## src/rtl/axilite_regfile.sv

```systemverilog
`default_nettype none
// ============================================================================
// Module   : axilite_regfile
// Brief    : AXI4-Lite slave register file with read-only hw_in lanes, SLVERR
//            on illegal accesses and per-register write pulses. Defining
//            AXILITE_REGFILE_WSTRB_EN enables byte-strobe writes.
// Revision : 1.0 - initial release
// ============================================================================
module axilite_regfile #(
    parameter int                DATA_W  = 32,
    parameter int                NREG    = 4,
    parameter logic [NREG-1:0]   RO_MASK = '0,
    parameter logic [DATA_W-1:0] RST_VAL = '0
) (
    input  logic                   clk,
    input  logic                   rstn,
    input  logic [31:0]            cbus_awaddr,
    input  logic [2:0]             cbus_awprot,
    input  logic                   cbus_awvalid,
    output logic                   cbus_awready,
    input  logic [DATA_W-1:0]      cbus_wdata,
    input  logic [DATA_W/8-1:0]    cbus_wstrb,
    input  logic                   cbus_wvalid,
    output logic                   cbus_wready,
    output logic [1:0]             cbus_bresp,
    output logic                   cbus_bvalid,
    input  logic                   cbus_bready,
    input  logic [31:0]            cbus_araddr,
    input  logic [2:0]             cbus_arprot,
    input  logic                   cbus_arvalid,
    output logic                   cbus_arready,
    output logic [DATA_W-1:0]      cbus_rdata,
    output logic [1:0]             cbus_rresp,
    output logic                   cbus_rvalid,
    input  logic                   cbus_rready,
    output logic [NREG*DATA_W-1:0] reg_q,
    input  logic [NREG*DATA_W-1:0] hw_in,
    output logic [NREG-1:0]        wr_pulse
);

    localparam int          c_STRB_W = DATA_W / 8;
    localparam logic [31:0] c_NREG   = 32'(NREG);
    localparam logic [1:0]  c_OKAY   = 2'b00;
    localparam logic [1:0]  c_SLVERR = 2'b10;

    localparam logic [0:0]  c_W_IDLE = 1'b0;
    localparam logic [0:0]  c_W_RESP = 1'b1;
    localparam logic [0:0]  c_R_IDLE = 1'b0;
    localparam logic [0:0]  c_R_RESP = 1'b1;

    logic [0:0]        r_wstate;
    logic [0:0]        w_wstate_nxt;
    logic [0:0]        r_rstate;
    logic [0:0]        w_rstate_nxt;
    logic              r_out_en;

    logic              r_aw_held;
    logic [31:0]       r_aw_addr;
    logic              r_w_held;
    logic [DATA_W-1:0] r_w_data;
    logic [c_STRB_W-1:0] r_w_strb;

    logic [1:0]        r_bresp;
    logic [1:0]        r_rresp;
    logic [DATA_W-1:0] r_rdata;
    logic [NREG-1:0]   r_wr_pulse;

    logic              w_commit;
    logic              w_aw_hs;
    logic              w_w_hs;
    logic              w_ar_hs;
    logic [NREG-1:0]   w_wr_sel;
    logic [DATA_W-1:0] w_wmask;
    logic [DATA_W-1:0] w_rd_src [NREG];
    logic [DATA_W-1:0] w_rd_data;
    logic              w_rd_legal;
    logic              w_unused_ok;

    // Keeps every ready low while reset is asserted and for the first edge after.
    always_ff @(posedge clk or negedge rstn) begin
        if (!rstn) r_out_en <= 1'b0;
        else       r_out_en <= 1'b1;
    end

    assign cbus_awready = r_out_en && (r_wstate == c_W_IDLE) && !r_aw_held;
    assign cbus_wready  = r_out_en && (r_wstate == c_W_IDLE) && !r_w_held;
    assign cbus_arready = r_out_en && (r_rstate == c_R_IDLE);
    assign cbus_bvalid  = (r_wstate == c_W_RESP);
    assign cbus_rvalid  = (r_rstate == c_R_RESP);
    assign cbus_bresp   = r_bresp;
    assign cbus_rresp   = r_rresp;
    assign cbus_rdata   = r_rdata;
    assign wr_pulse     = r_wr_pulse;

    assign w_aw_hs  = cbus_awvalid && cbus_awready;
    assign w_w_hs   = cbus_wvalid && cbus_wready;
    assign w_ar_hs  = cbus_arvalid && cbus_arready;
    assign w_commit = (r_wstate == c_W_IDLE) && r_aw_held && r_w_held;

    // ---------------------------------------------------------------- write FSM
    always_ff @(posedge clk or negedge rstn) begin
        if (!rstn) begin
            r_wstate <= c_W_IDLE;
        end else begin
            r_wstate <= w_wstate_nxt;
        end
    end

    always_comb begin
        w_wstate_nxt = r_wstate;
        case (r_wstate)
            c_W_IDLE: if (w_commit)    w_wstate_nxt = c_W_RESP;
            c_W_RESP: if (cbus_bready) w_wstate_nxt = c_W_IDLE;
            default:                   w_wstate_nxt = c_W_IDLE;
        endcase
    end

    // AW and W are captured independently; both slots free up on commit.
    always_ff @(posedge clk or negedge rstn) begin
        if (!rstn) begin
            r_aw_held <= 1'b0;
            r_aw_addr <= '0;
            r_w_held  <= 1'b0;
            r_w_data  <= '0;
            r_w_strb  <= '0;
        end else if (w_commit) begin
            r_aw_held <= 1'b0;
            r_w_held  <= 1'b0;
        end else begin
            if (w_aw_hs) begin
                r_aw_held <= 1'b1;
                r_aw_addr <= cbus_awaddr;
            end
            if (w_w_hs) begin
                r_w_held <= 1'b1;
                r_w_data <= cbus_wdata;
                r_w_strb <= cbus_wstrb;
            end
        end
    end

    always_comb begin
        w_wr_sel = '0;
        for (int i = 0; i < NREG; i++) begin
            w_wr_sel[i] = w_commit && (r_aw_addr == 32'(i)) && !RO_MASK[i];
        end
    end

    always_ff @(posedge clk or negedge rstn) begin
        if (!rstn) begin
            r_bresp    <= c_OKAY;
            r_wr_pulse <= '0;
        end else begin
            r_wr_pulse <= w_wr_sel;
            if (w_commit) r_bresp <= (|w_wr_sel) ? c_OKAY : c_SLVERR;
        end
    end

`ifdef AXILITE_REGFILE_WSTRB_EN
    always_comb begin
        w_wmask = '0;
        for (int k = 0; k < c_STRB_W; k++) begin
            w_wmask[k*8 +: 8] = {8{r_w_strb[k]}};
        end
    end
`else
    assign w_wmask = '1;
`endif

    // -------------------------------------------------------- register storage
    for (genvar i = 0; i < NREG; i++) begin : g_reg
        if (RO_MASK[i]) begin : g_ro
            assign reg_q[i*DATA_W +: DATA_W] = '0;
            assign w_rd_src[i]               = hw_in[i*DATA_W +: DATA_W];
        end else begin : g_rw
            logic [DATA_W-1:0] r_val;
            always_ff @(posedge clk or negedge rstn) begin
                if (!rstn) begin
                    r_val <= RST_VAL;
                end else if (w_wr_sel[i]) begin
                    r_val <= (r_val & ~w_wmask) | (r_w_data & w_wmask);
                end
            end
            assign reg_q[i*DATA_W +: DATA_W] = r_val;
            assign w_rd_src[i]               = r_val;
        end
    end

    // ----------------------------------------------------------------- read FSM
    always_ff @(posedge clk or negedge rstn) begin
        if (!rstn) begin
            r_rstate <= c_R_IDLE;
        end else begin
            r_rstate <= w_rstate_nxt;
        end
    end

    always_comb begin
        w_rstate_nxt = r_rstate;
        case (r_rstate)
            c_R_IDLE: if (w_ar_hs)     w_rstate_nxt = c_R_RESP;
            c_R_RESP: if (cbus_rready) w_rstate_nxt = c_R_IDLE;
            default:                   w_rstate_nxt = c_R_IDLE;
        endcase
    end

    assign w_rd_legal = (cbus_araddr < c_NREG);

    always_comb begin
        w_rd_data = '0;
        for (int i = 0; i < NREG; i++) begin
            if (cbus_araddr == 32'(i)) w_rd_data = w_rd_src[i];
        end
    end

    // Sampling on the AR edge returns pre-commit contents on a same-edge write.
    always_ff @(posedge clk or negedge rstn) begin
        if (!rstn) begin
            r_rdata <= '0;
            r_rresp <= c_OKAY;
        end else if (w_ar_hs) begin
            r_rdata <= w_rd_data;
            r_rresp <= w_rd_legal ? c_OKAY : c_SLVERR;
        end
    end

    assign w_unused_ok = ^{cbus_awprot, cbus_arprot, hw_in, r_w_strb};

endmodule
`default_nettype wire

```

## config.mk

```make
export PLATFORM = sky130hd
export DESIGN_NAME = axilite_regfile
export DESIGN_NICKNAME = d
export VERILOG_FILES = /design/src/rtl/axilite_regfile.sv
export SDC_FILE = /design/constraint.sdc
export NUM_CORES = 1
export LEC_CHECK = 0
export ABC_AREA = 1
export CORE_AREA = 2 2 160 162
export DETAILED_ROUTE_END_ITERATION = 10
export DIE_AREA = 0 0 162 164
export PLACE_DENSITY = 0.85
export RECOVER_POWER = 50
export SYNTH_ARGS = -nofsm -noshare
export SYNTH_HDL_FRONTEND = slang
export SYNTH_SLANG_ARGS = --single-unit
```

## constraint.sdc

```tcl
create_clock -name clk -period 2.7 [get_ports clk]
set_input_delay 0.54 -clock clk [delete_from_list [all_inputs] [get_ports clk]]
set_output_delay 0.54 -clock clk [all_outputs]
set_load 0.01 [all_outputs]
```

Yosys cells after proc, flatten, opt, wreduce, memory -nomap -nowiden. Cells that the tools add are included.

Flip-flop bits (word level): 237. Latch bits: 0. Memory bits (writable): 0. Bits in read-only memories: 0. Word-level logic and storage cells: 63. Memories: 0.

$add $sub $neg: 0. Multipliers: 0. Divide/modulo/power cells: 0. Magnitude comparators: 1. Equal/unequal tests: 6. Shift operators: 0. Multiplexer cells: 16. Bitwise operators: 3. Reductions and logical operators: 22.

Operator list (count): 32-bit by 2-bit equality test with 1-bit output (second input constant) (4); 32-bit two-way mux (4); 32-bit by 1-bit equality test with 1-bit output (second input constant) (2); 32-bit logical NOT (2); 32-bit by 3-bit < comparator with 1-bit output (second input constant) (1); 1-bit logical AND (13); 1-bit two-way mux (8); 2-bit two-way mux (2); 1-bit case mux with 2 select lines (2); 2-bit AND reduction (2); 2-bit nonzero test (2); 4-bit OR reduction (1); 1-bit NOT (3); 1-bit logical NOT (2).

Logic depth before layout (Yosys ltp). Gate-level depths: netlist (run 1).

Depth after elaboration: 6. Depth in mapped cells: 12. Depth with buffers taken out: 11.

Worst setup path after synthesis (run 1). Ideal clock, no wire load.

Path type: input-to-reg. Start: input cbus_araddr[21]. End: register r_rdata[10] (netlist: cbus_rdata[10]). Library setup time: 0.066 ns. Arrival time: 1.526 ns. Required time: 2.634 ns. Slack: 1.109 ns. Stages: 11. Path buffers: 2. Path through: nor2_1 nand2_1 nor2_1 nand2_1 inv_2 buf_4 buf_2 nand3_1 nand4_1 nand2_1 nand2_1.

Cells in the longest elaborated chain, start to end: 5.

RTL lines: start, declared (RTL line 28) `input logic [31:0] cbus_araddr,`; 32-bit logical NOT (RTL line 212) `if (cbus_araddr == 32'(i)) w_rd_data = w_rd_src[i];`; 32-bit two-way mux (3 in series) (RTL line 212); 32-bit two-way mux (*) (RTL line 212); end signal, assigned (RTL line 222) `r_rdata <= w_rd_data;`; end, declared (RTL line 65) `logic [DATA_W-1:0] r_rdata;`.

Mark *: on every way between the ends. The rest lies on a longest branch, timed or not. A chain may end at the register's enable or synchronous reset.

Final worst setup path (run 1).
Start: register r_wstate (netlist: cbus_bvalid). End: output cbus_awready.

Cells in the longest elaborated chain, start to end: 3.

RTL lines: start, declared (RTL line 51) `logic [0:0] r_wstate;`; start signal, assigned (RTL line 103) `r_wstate <= c_W_IDLE;`; start signal, assigned (RTL line 105) `r_wstate <= w_wstate_nxt;`; 1-bit NOT (RTL line 85) `assign cbus_awready = r_out_en && (r_wstate == c_W_IDLE) && !r_aw_held;`; 1-bit logical AND (2 in series) (RTL line 85); end, declared (RTL line 20) `output logic cbus_awready,`.

Every way passes these cells.

==> results.yml, run 1 <==
cts:
  clock-sinks: 235
  hold_buffers: 0
  insertion_delay_ns: 0.51
  cts_tree: "built"
  htreeDepth: 1
  post-cts-setup-buffers: 0
  cts_inserted_buffers: 25
  root_buffer: "clkbuf_16"
  clkTransAtPathRegs_ns: 0.06
  cts_buffer_depth: 3
  cts_resized: 0
power:
  p_int_mw: 7.00
  ir_drop_v: 0.000688
  sw_frac_of_total_pct: 26.3
  pwr-share-clk_pct: 39.4
  comb_power_share_pct: 14.9
  total_power_mw: 9.50
  p_switching_mw: 2.49
  pwr-share-seq_pct: 45.7
  power.leakage_nw: 6.41
  power.density_nw_per_um2: 676
outcome:
  outcome: "complete, but fails checks"
  violations: "max-capacitance violations, max-slew violations"
layout:
  final_common_cell: "nand2_1"
  areaGrowthSynthToFinish_pct: 37.3
  drive_gt1_share_pct: 8.16
  postLayoutCellArea_um2: 14000
  nNetsFinal: 1633
  multi_input_area_um2: 3490
  fin_cells: 1742
  fillCellCount: 2117
  seqCellArea_um2: 5880
  mostFrequentLayoutCells: "307 x nand2_1, 258 x clkdlybuf4s50_1, 235 x dfrtp_1"
grt:
  grt_pass1_vias: 9097
  grt_pass1_wl_um: 48600
  use_met2_pct: 38.9
  grt_start_max_net_pins: 89
  grt.overflow.total: 0
  grt_util_met1_pct: 29.8
  antenna_found_initial: 2
  grt.busiest_layer: "met2"
  grt.met3_usage_pct: 6.52
  grt_usage_pct: 23.4
synth:
  netlist-cell-type-count: 25
  ys_warn_count: 0
  synthCells: 1132
  netlist_area_um2: 10200
  avgSynthCellArea_um2: 9.04
  yosys_register_bits: 235
  ys_seq_area_share_pct: 57.5
sta:
  finalCritPeriodShare_pct: 92.7
  report.final.slew_viol_count: 76
  max_clock_freq_mhz: 400
  worstMarginPinSlew_ns: 2.07
  finalHoldViolCount: 0
  fin_skew_ns: 0.00969
  post-route-min-period_ns: 2.50
  fin_tns_setup_ns: 0
  setup_ws_ns: 0.198
  rsz0062_at_grt: "false"
  finalSetupViolations: 0
  slew_headroom_pct: -37.9
die:
  dieArea_um2: 26600
  die-width_um: 162
  top_level_ports: 414
  die_h_um: 164
  initial_core_util_pct: 41.2
  rows: 58
  coreArea_um2: 24800
drt:
  first_pass_iters: 7
  drcViolationCount: 0
  drtIter0Drc: 722
  via_count: 8951
  totalWireLength_um: 31200
  wl_per_cell_um: 17.9
  viasPerCell: 5.14
  ant_nets: 0
place:
  gp_congestion: 0.845
  port-buffer-count: 273
  dpl.hpwl_um: 20500
  pre_cts_slack_ns: 0.382
  dp.cells: 1695
  place_area_um2: 13300
worst_setup_path:
  cp-endpoint: "cbus_awready"
  r2r_start: "cbus_bvalid"
  start_kind: "flip-flop"
  end_kind: "output pin"
  crit_start: "cbus_bvalid"
  reg2reg_depth: 3
  r2r_slack_ns: 0.24
  cp_data_arrival_time_ns: 1.96
  path_class: "reg -> out"
  crit_path_top_delay_cell: "clkdlybuf4s50_1"
  slowest_delay_ns: 0.62
  worstPathMaxFanout: 4
  crit_chain: "nor3_1, clkdlybuf4s50_1"
  regToRegEndpoint: "r_aw_addr[5]"
  cp.required_ns: 2.16
flow_run:
  cap_violations: 1
min_path:
  hold_path.class: "reg -> reg"
  min_from: "r_w_data[31]"
==> registers in the layout, indices dropped and copies added, names as in the netlist <==
register and count:
wr_pulse 4, cbus_rresp 1, r_w_data 32, cbus_bvalid 1, cbus_bresp 1, cbus_rdata 32
r_aw_held 1, g.g_rw.r_val 128, r_aw_addr 32, r_w_held 1, r_out_en 1, cbus_rvalid 1
==> through the flow <==
step           hold WS, ns  utilization, %
2_1_floorplan        0.244               -
3_3_place_gp         0.458            53.4
3_5_place_dp         0.462            53.4
4_1_cts             0.0208            57.1
5_1_grt              0.494            56.6
6_report             0.474            56.6
==> critical path: cells and delay by family, from the launching register on <==
kind	cells	cell delay, ns
flops	1	0.43
buf+inv	1	0.62
simple gates	1	0.40
==> power by group through the flow <==
stage | Clock [mW] | Sequential, mW | Combinational [mW]
finish | 3.74 | 4.34 | 1.41
global route | 3.97 | 4.40 | 1.59
CTS | 3.81 | 4.34 | 1.44
detailed placement | 0 | 4.40 | 1.43
global placement | 0 | 4.36 | 1.36
floorplan | 0 | 4.33 | 0.882
==> cells in the mapped netlist <==
cell,count,area (µm²)
o21ai_0,20,100
inv_1,96,360
dfrtp_1,235,5880
nand4_1,33,206
nor2_1,81,304
nand3_2,2,20.0
buf_6,18,203
a21oi_1,36,180
o21ai_1,92,460
o211ai_1,4,30.0
nand2_1,305,1140
buf_2,32,160
buf_4,8,60.1
mux2_2,28,315
clkbuf_1,8,30.0
nor3_1,1,5.00
nor3_2,1,10.0
o21ai_2,19,166
nand3_1,94,470
inv_2,4,15.0
conb_1,2,7.51
nand2_2,2,12.5
nor3_4,1,16.3
nor2_2,7,43.8
nor2_4,3,33.8
==> cell families (layout without fill, tap and decap cells) <==
family	count (synthesis)	in the layout	synth area share, %
other	2	5	0.0734
AND/OR/NAND/NOR	530	530	22.1
multiplexers	28	28	3.08
AO/OA/AOI/OAI	171	171	9.16
buffers and inverters	166	443	8.09
flip-flops	235	235	57.5
==> how the worst min path moves through the flow <==
stage | slack, ns | end | cells past startpoint
6_report | 0.47 | g_reg[2].g_rw.r_val[31] | 2
5_1_grt | 0.49 | cbus_rdata[14] | 2
4_1_cts | 0.02 | cbus_rdata[6] | 1
3_5_place_dp | 0.46 | g_reg[2].g_rw.r_val[6] | 2
3_3_place_gp | 0.46 | g_reg[2].g_rw.r_val[3] | 2
2_1_floorplan | 0.24 | cbus_bresp[1] | 0
==> final cells by class <==
cell class                 instances  share of cell area (%)
timing repair buffer             298                    21.2
sequential                       235                    41.9
clock buffer                      34                    5.12
antenna                            2                  0.0356
clock inverter                    11                    1.35
inverter                         100                    2.67
tap                              330                    2.94
multi-input combinational        732                    24.8
==> routing by layer <==
| layer | vias up | share of wire [%] |
|---|---|---|
| met5 | - | 0 |
| met3 | 60 | 10 |
| met1 | 4288 | 40 |
| met4 | 0 | 2.2 |
| met2 | 411 | 47 |
| li1 | 4192 | - |
Power figures use the tool's default switching activity.
==> run 2: changes to the inputs <==
==> constraint.sdc (replaced) <==
create_clock -name clk -period 2.7 [get_ports clk]
set_input_delay 0.54 -clock clk [delete_from_list [all_inputs] [get_ports clk]]
set_output_delay 0.54 -clock clk [all_outputs]
set_load 0.05 [all_outputs]
==> run 2 against run 1 <==
The flow still finishes with violations (max-capacitance violations, max-slew violations). Cell area about the same. Largest power group unchanged. Setup slack better by 0.062 ns. Total power up 1.1%. Sequential share of layout area about the same. First-iteration DRC count up 3.9%. Critical path depth unchanged. Clock power about the same. Worst hold slack better by 0.0015 ns. Via count up 0.46%. Routed wire length up 0.18%. Register-to-register slack better by 0.12 ns.
==> results.yml, run 2 (synthesis results as in run 1) <==
grt:
  antenna_found_initial: 2
  grt_util_met1_pct: 29.8
  grt.busiest_layer: "met2"
  grt_usage_pct: 23.4
  grt.met3_usage_pct: 6.52
  grt_pass1_vias: 9097
  grt.overflow.total: 0
  use_met2_pct: 38.9
  grt_pass1_wl_um: 48600
  grt_start_max_net_pins: 89
worst_setup_path:
  crit_path_top_delay_cell: "clkdlybuf4s50_1"
  cp.required_ns: 2.16
  start_kind: "flip-flop"
  crit_chain: "nor2_1, clkdlybuf4s50_1"
  crit_family: "buffers and inverters"
  cp_num_buf_inv: 1
  path_class: "reg -> out"
  cp_data_arrival_time_ns: 1.90
  slowest_delay_ns: 0.83
  worstPathMaxFanout: 3
  end_kind: "output pin"
drt:
  via_count: 8992
  drtIter0Drc: 750
  first_pass_iters: 7
  drcViolationCount: 0
  wl_per_cell_um: 17.9
  viasPerCell: 5.16
  ant_nets: 0
  totalWireLength_um: 31200
layout:
  nNetsFinal: 1633
  mostFrequentLayoutCells: "307 x nand2_1, 270 x clkdlybuf4s50_1, 235 x dfrtp_1"
  largest_reg_flops: 128
  final_common_cell: "nand2_1"
  areaGrowthSynthToFinish_pct: 37.2
  fin_cells: 1742
  drive_gt1_share_pct: 8.16
  largest_register: "g.g_rw.r_val"
  final_core_util_pct: 56.6
die:
  initial_core_util_pct: 41.2
  top_level_ports: 414
  die-width_um: 162
  die_h_um: 164
  dieArea_um2: 26600
  coreArea_um2: 24800
  rows: 58
outcome:
  outcome: "complete, but fails checks"
  violations: "max-capacitance violations, max-slew violations"
cts:
  htreeDepth: 1
  cts_buffer_depth: 3
  cts_tree: "built"
  post-cts-setup-buffers: 0
  clock-sinks: 235
  cts_inserted_buffers: 25
  root_buffer: "clkbuf_16"
  insertion_delay_ns: 0.51
  clkTransAtPathRegs_ns: 0.06
power:
  power.leakage_nw: 6.37
  ir_drop_v: 0.000840
  power.density_nw_per_um2: 684
  total_power_mw: 9.60
sta:
  finalHoldViolCount: 0
  worstMarginPinSlew_ns: 2.08
  slew_headroom_pct: -38.6
  fin_tns_setup_ns: 0
  finalSetupViolations: 0
  finalCritPeriodShare_pct: 90.4
  report.final.slew_viol_count: 76
  max_clock_freq_mhz: 410
  fin_hold_ws_ns: 0.476
  fin_skew_ns: 0.00927
  rsz0062_at_grt: "false"
  post-route-min-period_ns: 2.44
place:
  dp.cells: 1695
  gp_congestion: 0.845
  port-buffer-count: 273
  dpl.hpwl_um: 20500
min_path:
  hold_path.class: "reg -> reg"
flow_run:
  cap_violations: 1
## run 2: cell types whose count changed in the layout (fill, tap and decap cells not counted)
cell / change
nor3_2: +1
dlygate4sd2_1: +2
o21ai_2: -1
nor3_1: -1
o21ai_0: +1
clkdlybuf4s50_1: +12
dlygate4sd3_1: -14
## run 2: per-stage QoR
stage               instance area, µm²  worst slack [ns]
finish                           14000             0.260
global route                     14000             0.124
CTS                              14200             0.161
detailed placement               13300             0.382
global placement                 13300             0.412
floorplan                        10200            0.0403
## run 2: path summary, 6_finish.rpt
| path | from | end | slack (ns) | depth (start not counted) |
|---|---|---|---|---|
| worst max register to register | cbus_bvalid | r_aw_addr[5] | 0.36 | 3 |
| worst min-delay path | r_w_data[31] | g_reg[2].g_rw.r_val[31] | 0.48 | 2 |
| max in group asynchronous | rstn | g_reg[2].g_rw.r_val[15] | 0.63 | 2 |
| worst max-delay path | cbus_rvalid | cbus_arready | 0.26 | 2 |
| min in group asynchronous | rstn | cbus_rdata[6] | 0.60 | 1 |
| worst min register to register | r_w_data[31] | g_reg[2].g_rw.r_val[31] | 0.48 | 2 |
## run 2: report_power, final
| group | switching, mW | total (mW) | internal (mW) |
|---|---|---|---|
| sequential | 0.296 | 4.35 | 4.05 |
| combinational | 0.911 | 1.52 | 0.604 |
| clock | 1.40 | 3.74 | 2.34 |
## run 2: worst register-to-register path: stages, from the launching register on
cell	delay [ns]
dfrtp_1	0.43
nor3_2	0.31
nand2_1	0.86
mux2_2	0.61
## run 2: what timing repair did
item / 4_1_cts / 5_1_grt
setup endpoints to repair: 2 / 0
endpoints found under the hold margin: 0 / 0
gates resized for setup: 2 / 0
hold buffers: 0 / 0
## run 2: final cells by class
class / count / area [µm²]
Tap cell: 330 / 413
Multi-Input combinational cell: 732 / 3490
Clock buffer: 34 / 719
Clock inverter: 11 / 190
Timing Repair Buffer: 298 / 2980
Sequential cell: 235 / 5880
Inverter: 100 / 375
Fill cell: 2116 / 10800
Antenna cell: 2 / 5.00
## run 2: metal layers
metal / vias to the layer above / part of all wire (%) / routed length (µm)
met5: - / 0 / 0
li1: 4185 / - / -
met2: 446 / 47 / 14700
met3: 65 / 10 / 3200
met1: 4296 / 40 / 12600
met4: 0 / 2.3 / 703
==> run 3: changes to the inputs <==
CAP_MARGIN = 10   (was unset)
CORE_AREA = 2 2 161 163   (was 2 2 160 162)
DIE_AREA = 0 0 163 165   (was 0 0 162 164)
PLACE_DENSITY = 0.76   (was 0.85)
clock period = 2.3 ns   (was 2.7 ns; I/O delays follow)
==> run 3 against run 2 <==
Total power is 16% higher. Count of clock-buffer cells in the layout is 4 lower. Critical endpoint is now reg_q[126]. Combinational power rose by 14%. The flow now finishes without violations. Global-route usage decreased by 0.30 points.
==> results.yml, run 3 (synthesis results as in run 1) <==
worst_setup_path:
  crit_start: "g_reg[3].g_rw.r_val[30]"
  r2r_start: "r_aw_addr[25]"
  regToRegEndpoint: "g_reg[0].g_rw.r_val[4]"
  cp_num_buf_inv: 1
  reg2reg_depth: 8
  cp_data_arrival_time_ns: 1.78
  r2r_slack_ns: 0.24
  cp.required_ns: 1.84
  end_kind: "output pin"
  start_kind: "flip-flop"
  path_class: "reg -> out"
  crit_path_top_delay_cell: "clkdlybuf4s50_1"
  crit_family: "buffers and inverters"
  crit_chain: "clkdlybuf4s50_1"
  worstPathMaxFanout: 3
  slowest_delay_ns: 0.83
drt:
  wl_per_cell_um: 17.6
  dr.max_layer_used: "met4"
  totalWireLength_um: 30700
  drcViolationCount: 0
  dr_wl_met2_um: 14500
  route.met3.wl_um: 2790
  wl_met1_um: 12500
  via_count: 8905
  drtIter0Drc: 731
  ant_nets: 0
  first_pass_iters: 5
  viasPerCell: 5.11
power:
  power.leakage_nw: 6.43
  ir_drop_v: 0.00103
  comb_power_share_pct: 15.6
  power.density_nw_per_um2: 792
  total_power_mw: 11.2
  sw_frac_of_total_pct: 28.0
  pwr-share-clk_pct: 38.9
  pwr-share-seq_pct: 45.6
  p_int_mw: 8.03
  p_switching_mw: 3.12
layout:
  mostFrequentLayoutCells: "303 x nand2_1, 266 x clkdlybuf4s50_1, 235 x dfrtp_1"
  drive_gt1_share_pct: 9.76
  fillCellCount: 2198
  final_common_cell: "nand2_1"
  fin_cells: 1744
  antenna_cells: 0
  multi_input_area_um2: 3520
  areaGrowthSynthToFinish_pct: 37.7
  postLayoutCellArea_um2: 14100
  seqCellArea_um2: 5880
  largest_register: "g.g_rw.r_val"
  largest_reg_flops: 128
  final_core_util_pct: 56.3
  nNetsFinal: 1636
sta:
  fin_hold_ws_ns: 0.451
  finalHoldViolCount: 0
  report.final.slew_viol_count: 0
  finalCritPeriodShare_pct: 97.5
  fin_tns_setup_ns: 0
  post-route-min-period_ns: 2.24
  rsz0062_at_grt: "false"
  fin_skew_ns: 0.0176
  worstMarginPinSlew_ns: 1.20
  max_clock_freq_mhz: 446
  slew_headroom_pct: 20.0
  finalSetupViolations: 0
  setup_ws_ns: 0.0564
die:
  die-width_um: 163
  die_h_um: 165
  top_level_ports: 414
  initial_core_util_pct: 40.9
  coreArea_um2: 25000
  rows: 58
  dieArea_um2: 26900
min_path:
  hold_path.class: "in -> async"
grt:
  grt_start_max_net_pins: 67
  grt_usage_pct: 23.1
  antenna_found_initial: 0
  grt_pass1_wl_um: 48200
  grt.overflow.total: 0
  grt_pass1_vias: 9023
place:
  dp.cells: 1696
  port-buffer-count: 273
  gp_congestion: 0.805
  dpl.hpwl_um: 20000
  pre_cts_slack_ns: 0.108
  place_area_um2: 13300
cts:
  cts_buffer_depth: 3
  cts_tree: "built"
  htreeDepth: 1
  insertion_delay_ns: 0.52
  root_buffer: "clkbuf_16"
  cts_inserted_buffers: 26
  clock-sinks: 235
  clkTransAtPathRegs_ns: 0.07
flow_run:
  cap_violations: 0
outcome:
  outcome: "finished clean"
## run 3: cell count changes in the layout (fill, tap and decap cells not counted), moves of 4 or more
cell / previous run / this run
clkbuf_1: 7 / 3
clkdlybuf4s50_1: 270 / 266
o21ai_2: 10 / 19
nand2_2: 0 / 4
o21ai_0: 37 / 25
nand2_1: 307 / 303
## run 3: worst max-delay path by stage
| stage | cells past startpoint | slack, ns | to |
|---|---|---|---|
| floorplan | 8 | 0.03 | cbus_rdata[19] |
| global placement | 13 | 0.15 | cbus_rdata[19] |
| detailed placement | 13 | 0.11 | cbus_rdata[19] |
| CTS | 1 | 0.03 | reg_q[23] |
| global route | 1 | 0.003 | reg_q[30] |
| finish | 1 | 0.06 | reg_q[126] |
## run 3: area by class of cell
type / count / area share [%]
clock inverter: 17 / 1.34
timing repair buffer: 300 / 21.2
inverter: 100 / 2.66
clock buffer: 30 / 5.09
multi-input combinational: 732 / 25.0
tap: 330 / 2.93
sequential: 235 / 41.7
## run 3: metal layers
| metal | track usage (%) | vias to the layer above |
|---|---|---|
| li1 | - | 4186 |
| met1 | 29.3 | 4274 |
| met2 | 38.3 | 385 |
| met3 | 6.15 | 60 |
| met4 | 8.05 | 0 |
| met5 | 0 | - |
## run 3: power groups by stage
stage	Clock (mW)	Combinational, mW	Sequential (mW)
3_3_place_gp	0	1.75	5.13
4_1_cts	4.43	1.82	5.10
6_report	4.34	1.74	5.08
2_1_floorplan	0	1.09	5.17
5_1_grt	4.61	1.96	5.16
3_5_place_dp	0	1.81	5.17
## run 3: repair_timing
action / 4_1_cts / 5_1_grt
setup endpoints to repair: 1 / 1
hold buffers: 1 / 0
endpoints found under the hold margin: 52 / 0
gates resized for setup: 1 / 1
buffers inserted: 0 / 0
